==> src/rtl/gpio_cfg_pkg.sv <==
// Shared types and constants for the GPIO configuration write sequencer.
package gpio_cfg_pkg;

  // Transaction phases: grant, address/data setup, strobe high, strobe low.
  typedef enum logic [1:0] {
    ST_IDLE   = 2'd0,
    ST_SETUP  = 2'd1,
    ST_STROBE = 2'd2,
    ST_GAP    = 2'd3
  } state_e;

  // Word addresses of the four power-up configuration registers.
  localparam logic [11:0] INIT_ADDR_DDR0 = 12'h440;
  localparam logic [11:0] INIT_ADDR_DDR1 = 12'h441;
  localparam logic [11:0] INIT_ADDR_OD0  = 12'h4C0;
  localparam logic [11:0] INIT_ADDR_OD1  = 12'h4C1;

  // Legal range for the strobe high and low times (4-bit cycle counter).
  localparam int CYCLES_MIN = 3;
  localparam int CYCLES_MAX = 15;

  // Map an init word index to its register word address.
  function automatic logic [11:0] init_addr(input logic [1:0] idx);
    case (idx)
      2'd0:    return INIT_ADDR_DDR0;
      2'd1:    return INIT_ADDR_DDR1;
      2'd2:    return INIT_ADDR_OD0;
      default: return INIT_ADDR_OD1;
    endcase
  endfunction

endpackage

==> src/rtl/gpio_cfg_init_table.sv <==
// Combinational lookup of init word index -> register address and data.
module gpio_cfg_init_table
  import gpio_cfg_pkg::*;
#(
  parameter int          AddrWidth = 16,
  parameter int          BusWidth  = 32,
  parameter logic [23:0] DDR_INIT0 = '0,
  parameter logic [23:0] DDR_INIT1 = '0,
  parameter logic [23:0] OD_INIT0  = '0,
  parameter logic [23:0] OD_INIT1  = '0
) (
  input  logic [1:0]           idx_i,
  output logic [AddrWidth-3:0] addr_o,
  output logic [BusWidth-1:0]  data_o
);

  localparam int WordAddrWidth = AddrWidth - 2;

  assign addr_o = WordAddrWidth'(init_addr(idx_i));

  // Select the 24-bit power-up word for this index, zero-extended to the bus.
  always_comb begin
    // NOTE: default first so every path assigns data_o and no latch is inferred.
    data_o = '0;
    case (idx_i)
      2'd0:    data_o = BusWidth'(DDR_INIT0);
      2'd1:    data_o = BusWidth'(DDR_INIT1);
      2'd2:    data_o = BusWidth'(OD_INIT0);
      default: data_o = BusWidth'(OD_INIT1);
    endcase
  end

endmodule

==> src/rtl/gpio_cfg_sequencer.sv <==
// Serialises power-up init writes and host writes onto a slow GPIO
// register-decoder bus with fixed strobe high/low times.
module gpio_cfg_sequencer
  import gpio_cfg_pkg::*;
#(
  parameter int          AddrWidth  = 16,
  parameter int          BusWidth   = 32,
  parameter int          HoldCycles = 4,
  parameter int          GapCycles  = 4,
  parameter logic [23:0] DDR_INIT0  = '0,
  parameter logic [23:0] DDR_INIT1  = '0,
  parameter logic [23:0] OD_INIT0   = '0,
  parameter logic [23:0] OD_INIT1   = '0
) (
  input  logic                 reg_clk,
  input  logic                 reset_reg,
  input  logic                 host_req,
  input  logic [AddrWidth-3:0] host_addr,
  input  logic [BusWidth-1:0]  host_data,
  input  logic                 init_start,
  output logic                 host_ack,
  output logic                 gpio_write,
  output logic [AddrWidth-3:0] gpio_addr,
  output logic [BusWidth-1:0]  gpio_data,
  output logic                 busy,
  output logic                 init_done
);

  if (HoldCycles < CYCLES_MIN || HoldCycles > CYCLES_MAX) begin : g_bad_hold
    $error("gpio_cfg_sequencer: HoldCycles out of range 3..15");
  end
  if (GapCycles < CYCLES_MIN || GapCycles > CYCLES_MAX) begin : g_bad_gap
    $error("gpio_cfg_sequencer: GapCycles out of range 3..15");
  end

  localparam logic [3:0] HoldLast = 4'(HoldCycles - 1);
  localparam logic [3:0] GapLast  = 4'(GapCycles - 1);

  state_e               state_q;
  logic [3:0]           cnt_q;         // shared STROBE/GAP down-counter
  logic [1:0]           word_idx_q;    // init word in flight / next to send
  logic                 init_pend_q;   // init words remain in the current run
  logic                 rerun_q;       // init_start seen, restart at word 0
  logic                 cur_init_q;    // current transaction is an init word
  logic                 init_done_q;
  logic                 host_ack_q;
  logic                 gpio_write_q;
  logic [AddrWidth-3:0] gpio_addr_q;
  logic [BusWidth-1:0]  gpio_data_q;

  logic                 init_want;
  logic [1:0]           tbl_idx;
  logic [AddrWidth-3:0] tbl_addr;
  logic [BusWidth-1:0]  tbl_data;

  // A pending rerun overrides the in-progress index so the run restarts at 0.
  assign init_want = init_pend_q | rerun_q;
  assign tbl_idx   = rerun_q ? 2'd0 : word_idx_q;

  gpio_cfg_init_table #(
    .AddrWidth (AddrWidth),
    .BusWidth  (BusWidth),
    .DDR_INIT0 (DDR_INIT0),
    .DDR_INIT1 (DDR_INIT1),
    .OD_INIT0  (OD_INIT0),
    .OD_INIT1  (OD_INIT1)
  ) u_init_table (
    .idx_i  (tbl_idx),
    .addr_o (tbl_addr),
    .data_o (tbl_data)
  );

  // Sequencer FSM: arbitration, bus timing, init bookkeeping, registered outputs.
  // NOTE: reset is asynchronous so gpio_write drops the instant reset_reg rises.
  always_ff @(posedge reg_clk or posedge reset_reg) begin
    if (reset_reg) begin
      state_q      <= ST_IDLE;
      cnt_q        <= '0;
      word_idx_q   <= '0;
      init_pend_q  <= 1'b1;
      rerun_q      <= 1'b0;
      cur_init_q   <= 1'b0;
      init_done_q  <= 1'b0;
      host_ack_q   <= 1'b0;
      gpio_write_q <= 1'b0;
      gpio_addr_q  <= '0;
      gpio_data_q  <= '0;
    end else begin
      // NOTE: non-blocking throughout, so every branch sees start-of-cycle state.
      host_ack_q <= 1'b0;
      if (init_start) rerun_q <= 1'b1;

      case (state_q)
        ST_IDLE: begin
          if (init_want) begin
            state_q     <= ST_SETUP;
            gpio_addr_q <= tbl_addr;
            gpio_data_q <= tbl_data;
            cur_init_q  <= 1'b1;
            word_idx_q  <= tbl_idx;
            init_pend_q <= 1'b1;
            rerun_q     <= init_start;
            if (tbl_idx == 2'd0) init_done_q <= 1'b0;
          end else if (host_req) begin
            state_q     <= ST_SETUP;
            gpio_addr_q <= host_addr;
            gpio_data_q <= host_data;
            cur_init_q  <= 1'b0;
          end
        end

        ST_SETUP: begin
          state_q      <= ST_STROBE;
          gpio_write_q <= 1'b1;
          cnt_q        <= HoldLast;
        end

        ST_STROBE: begin
          if (cnt_q == 4'd0) begin
            state_q      <= ST_GAP;
            gpio_write_q <= 1'b0;
            cnt_q        <= GapLast;
          end else begin
            cnt_q <= cnt_q - 4'd1;
          end
        end

        ST_GAP: begin
          // Ack lands in the final GAP cycle of a host write only.
          if (cnt_q == 4'd1 && !cur_init_q) host_ack_q <= 1'b1;
          if (cnt_q == 4'd0) begin
            state_q <= ST_IDLE;
            if (cur_init_q) begin
              if (word_idx_q == 2'd3) begin
                init_pend_q <= 1'b0;
                if (!rerun_q && !init_start) init_done_q <= 1'b1;
              end else begin
                word_idx_q <= word_idx_q + 2'd1;
              end
            end
          end else begin
            cnt_q <= cnt_q - 4'd1;
          end
        end

        default: state_q <= ST_IDLE;
      endcase
    end
  end

  assign host_ack   = host_ack_q;
  assign gpio_write = gpio_write_q;
  assign gpio_addr  = gpio_addr_q;
  assign gpio_data  = gpio_data_q;
  assign init_done  = init_done_q;
  assign busy       = (state_q != ST_IDLE) | init_pend_q | rerun_q;

endmodule

==> config.mk <==
export PLATFORM = sky130hd
export DESIGN_NAME = gpio_cfg_sequencer
export DESIGN_NICKNAME = d
export VERILOG_FILES = /design/src/rtl/gpio_cfg_pkg.sv /design/src/rtl/gpio_cfg_init_table.sv /design/src/rtl/gpio_cfg_sequencer.sv
export SDC_FILE = /design/constraint.sdc
export NUM_CORES = 1
export LEC_CHECK = 0
export CAP_MARGIN = 15
export CORE_ASPECT_RATIO = 1.5
export CORE_UTILIZATION = 49
export CTS_BUF_LIST = sky130_fd_sc_hd__clkbuf_4
export CTS_CLUSTER_DIAMETER = 50
export CTS_CLUSTER_SIZE = 24
export DETAILED_ROUTE_END_ITERATION = 16
export PLACE_DENSITY = 0.81
export SYNTH_ARGS = -nofsm -noshare
export SYNTH_HDL_FRONTEND = slang
export SYNTH_HIERARCHICAL = 1
export SYNTH_SLANG_ARGS = --single-unit
==> constraint.sdc <==
create_clock -name reg_clk -period 2.6 [get_ports reg_clk]
set_clock_uncertainty 0.2 [all_clocks]
set_input_delay 0.52 -clock reg_clk [delete_from_list [all_inputs] [get_ports reg_clk]]
set_output_delay 0.52 -clock reg_clk [all_outputs]
set_load 0.03 [all_outputs]
==> reports/results.tsv <==
stage	metric	value	unit
flow_run	Max Cap Violations	0	
place	placer congestion estimate	0.8438	
grt	M1 GR Usage	0.2281	
route	Final ANT Viol Nets	0	
grt	largest net degree at the start of global routing	93	
floorplan	Die Ht	103.1	um
clock_network	number of buffers created by CTS	9	
layout	fin cells	510	
clock_network	worst skew pair latency	420	ps
power_and_ir_drop	Leak	0.001876	uW
clock_network	CTS max path bufs	2	
hold_path	HP Class	primary input to asynchronous set/reset pin	
grt	first-pass GRT wire length	11.08	mm
timing	RSZ-0062 raised after global routing	false	
timing	max-slew violation count	0	
timing	f_max	0.4113	GHz
timing	final hold vios	0	
logic_synthesis	largest cells by area after synthesis	dfrtp_1 (44%), mux2i_1 (14%), buf_4 (11%)	
place	pre-CTS WS	218.7	ps
floorplan	row count	36	
logic_synthesis	Synthesis Warnings	6	
clock_network	clk slew on worst S/H paths	100	ps
place	placed insts	494	
worst_setup_path	CP required	1880	ps
clock_network	H-tree levels	3	
place	Placement Cell Area	4252	um^2
layout	# diodes	0	
clock_network	Setup Buffers After CTS	0	
layout	fraction of layout cells with a size suffix above 1	0.07834	
place	port buffer count	99	
grt	vias in the first global route	2421	
power_and_ir_drop	maximum vdd ir drop	0.7116	mV
floorplan	core area	6531	um^2
floorplan	I/O pin total	100	
layout	nets	488	
route	vias post-DR	2474	
timing	fin crit share	0.9351	
layout	post-route cell area	4353	um^2
logic_synthesis	synthesized flop and latch total	60	
logic_synthesis	area leader, netlist	dfrtp_1	
grt	met2 Track Usage GR	0.3413	
grt	met3 Use GR	0.05865	
logic_synthesis	cell count after synthesis	335	
grt	gr busiest metal	met2	
timing	Setup WS post-layout	168.6	ps
logic_synthesis	Synth Cell Area	3336	um^2
place	Post-DP HPWL	4.705	mm
power_and_ir_drop	PD cells	1085	nW/um^2
logic_synthesis	sequential-to-total area share from yosys stat	0.4505	
floorplan	die area	7148	um^2
timing	setup_tns	0	ps
worst_setup_path	critical path peak fanout	4	
grt	initial antenna violation count	0	
timing	Final min period	2431	ps
clock_network	TritonCTS clock tree	yes	
route	Detailed Route WL	6.653	mm
worst_setup_path	Crit Path Class	flip-flop to output pin	
timing	final setup fails	0	
floorplan	Starting Density	0.5107	
grt	GRT overflow	0	
worst_setup_path	CP Capture Type	output pin	
route	Wirelength per Cell	13.05	um
floorplan	Die X	69.37	um
clock_network	clock sink total	60	
run_status	status	finished, final reports clean	
route	DRC violations left	0	
route	DR iter-0 viols	153	
power_and_ir_drop	Pwr Total	4723	uW
route	drt pass-1 iters	4	
logic_synthesis	Synth top area share	0.4426	
layout	Synth-to-Final Area Change	30.49	%
logic_synthesis	Post-Syn Area per Cell	9.957	um^2
grt	GRT Util Overall	0.2004	
clock_network	CTS root buf	clkbuf_4	
worst_setup_path	crit path DAT	1710	ps
worst_setup_path	Setup crit start kind	flip-flop	
logic_synthesis	unique cell type count in the Yosys netlist	41	
route	vias per cell	4.851	
[power by group]
| part | total, uW | switching (uW) | internal (uW) |
|---|---|---|---|
| Combinational | 2570 | 1510 | 1070 |
| Clock | 548 | 329 | 218 |
| Sequential | 1600 | 248 | 1350 |
[routing by layer]
metal  share of wire  routed length [um]
met1            0.41                2751
met2            0.50                3358
met4           0.025                 166
met5               0                   0
met3           0.057                 378
[stage by stage]
stage	hold slack, ps	util
floorplan	235.1	-
global placement	259.6	0.6510
detailed placement	269.1	0.6510
CTS	175.8	0.6674
global route	190.3	0.6665
finish	181.5	0.6665
[synth_stat cells]
master	n
dfrtp_1	59
nand2_1	51
o21ai_0	50
buf_4	49
mux2i_1	48
clkbuf_1	12
ha_1	9
inv_1	7
nor2_1	4
buf_2	3
nor2b_1	3
nor3_1	3
nor3b_1	3
a211oi_1	2
a21o_1	2
a21oi_1	2
and2b_2	2
conb_1	2
o2111a_1	2
a21o_2	1
a221oi_1	1
a22o_1	1
a22oi_1	1
a311oi_1	1
a41o_1	1
a41oi_1	1
and2_1	1
and3_1	1
buf_6	1
dfstp_2	1
mux2_4	1
nor4_1	1
o22a_1	1
o22a_2	1
o22ai_1	1
o2bb2ai_1	1
o31ai_1	1
o32a_2	1
or2_2	1
or3b_2	1
or3b_4	1
[registers in the layout (all words and copies together) (netlist names)]
register / cells
word_idx_q: 2
state_q: 2
init_done: 1
gpio_write: 1
cur_init_q: 1
host_ack: 1
cnt_q: 4
gpio_data: 32
init_pend_q: 1
rerun_q: 1
gpio_addr: 14
[placed cells by master (no fill, tap or decap), drive strengths merged]
cell	n
clkdlybuf4s50	98
a311oi	1
a41oi	1
a41o	1
o22a	2
nor2b	3
clkbuf	12
o32a	1
o2111a	2
a21o	3
conb	44
dfrtp	59
a22oi	1
a21oi	2
nor4	1
buf	8
o21ai	50
and2b	2
and3	1
or3b	2
nor3b	3
inv	7
o22ai	1
clkinv	4
o31ai	1
a22o	1
a211oi	2
a221oi	1
nor3	3
mux2	1
nand2	51
ha	9
mux2i	48
nor2	4
or2	1
and2	1
dfstp	1
o2bb2ai	1
[final timing paths]
path	depth (start not counted)	endpoint	startpoint	slack [ps]
setup / recovery	4	busy	state_q[1]$_DFFE_PP0P_	170
min in group reg_clk	2	gpio_data[19]$_DFFE_PP0P_	gpio_data[19]$_DFFE_PP0P_	290
setup reg to reg	4	state_q[1]$_DFFE_PP0P_	state_q[0]$_DFFE_PP0P_	620
hold reg to reg	2	gpio_data[19]$_DFFE_PP0P_	gpio_data[19]$_DFFE_PP0P_	290
max in group asynchronous	3	gpio_data[12]$_DFFE_PP0P_	reset_reg	1480
hold / removal	2	cnt_q[3]$_DFFE_PP0P_	reset_reg	180
[worst max-delay path: stages, from the launching register on]
cell     delay, ps
dfrtp_1        430
inv_1          120
ha_1           170
or3b_4         390
buf_2          190
[cells by family after synthesis]
| logic type | synth area share |
|---|---|
| AOI/OAI and AO/OA | 0.1279 |
| adders and majority gates | 0.03376 |
| buffers and inverters | 0.1395 |
| DFF | 0.4505 |
| muxes | 0.1485 |
| other | 0.002251 |
| and+or+nand+nor | 0.09753 |
[area by class of cell]
| type | count | area (um^2) |
|---|---|---|
| fillers | 548 | 2178 |
| multi-input cells | 245 | 1546 |
| flip-flops and latches | 60 | 1503 |
| repair buffers | 106 | 1076 |
| well taps | 76 | 95.09 |
| clock buffers | 12 | 90.09 |
| inverters | 7 | 26.28 |
| clock inverters | 4 | 16.27 |
[what timing repair did]
action | 4_1_cts | 5_1_grt
gates resized for setup | 3 | 2
cloned | 0 | 0
endpoints found under the setup margin | 1 | 1
hold buffers | 0 | 0
No activity file was read; power rests on OpenSTA's default activity.
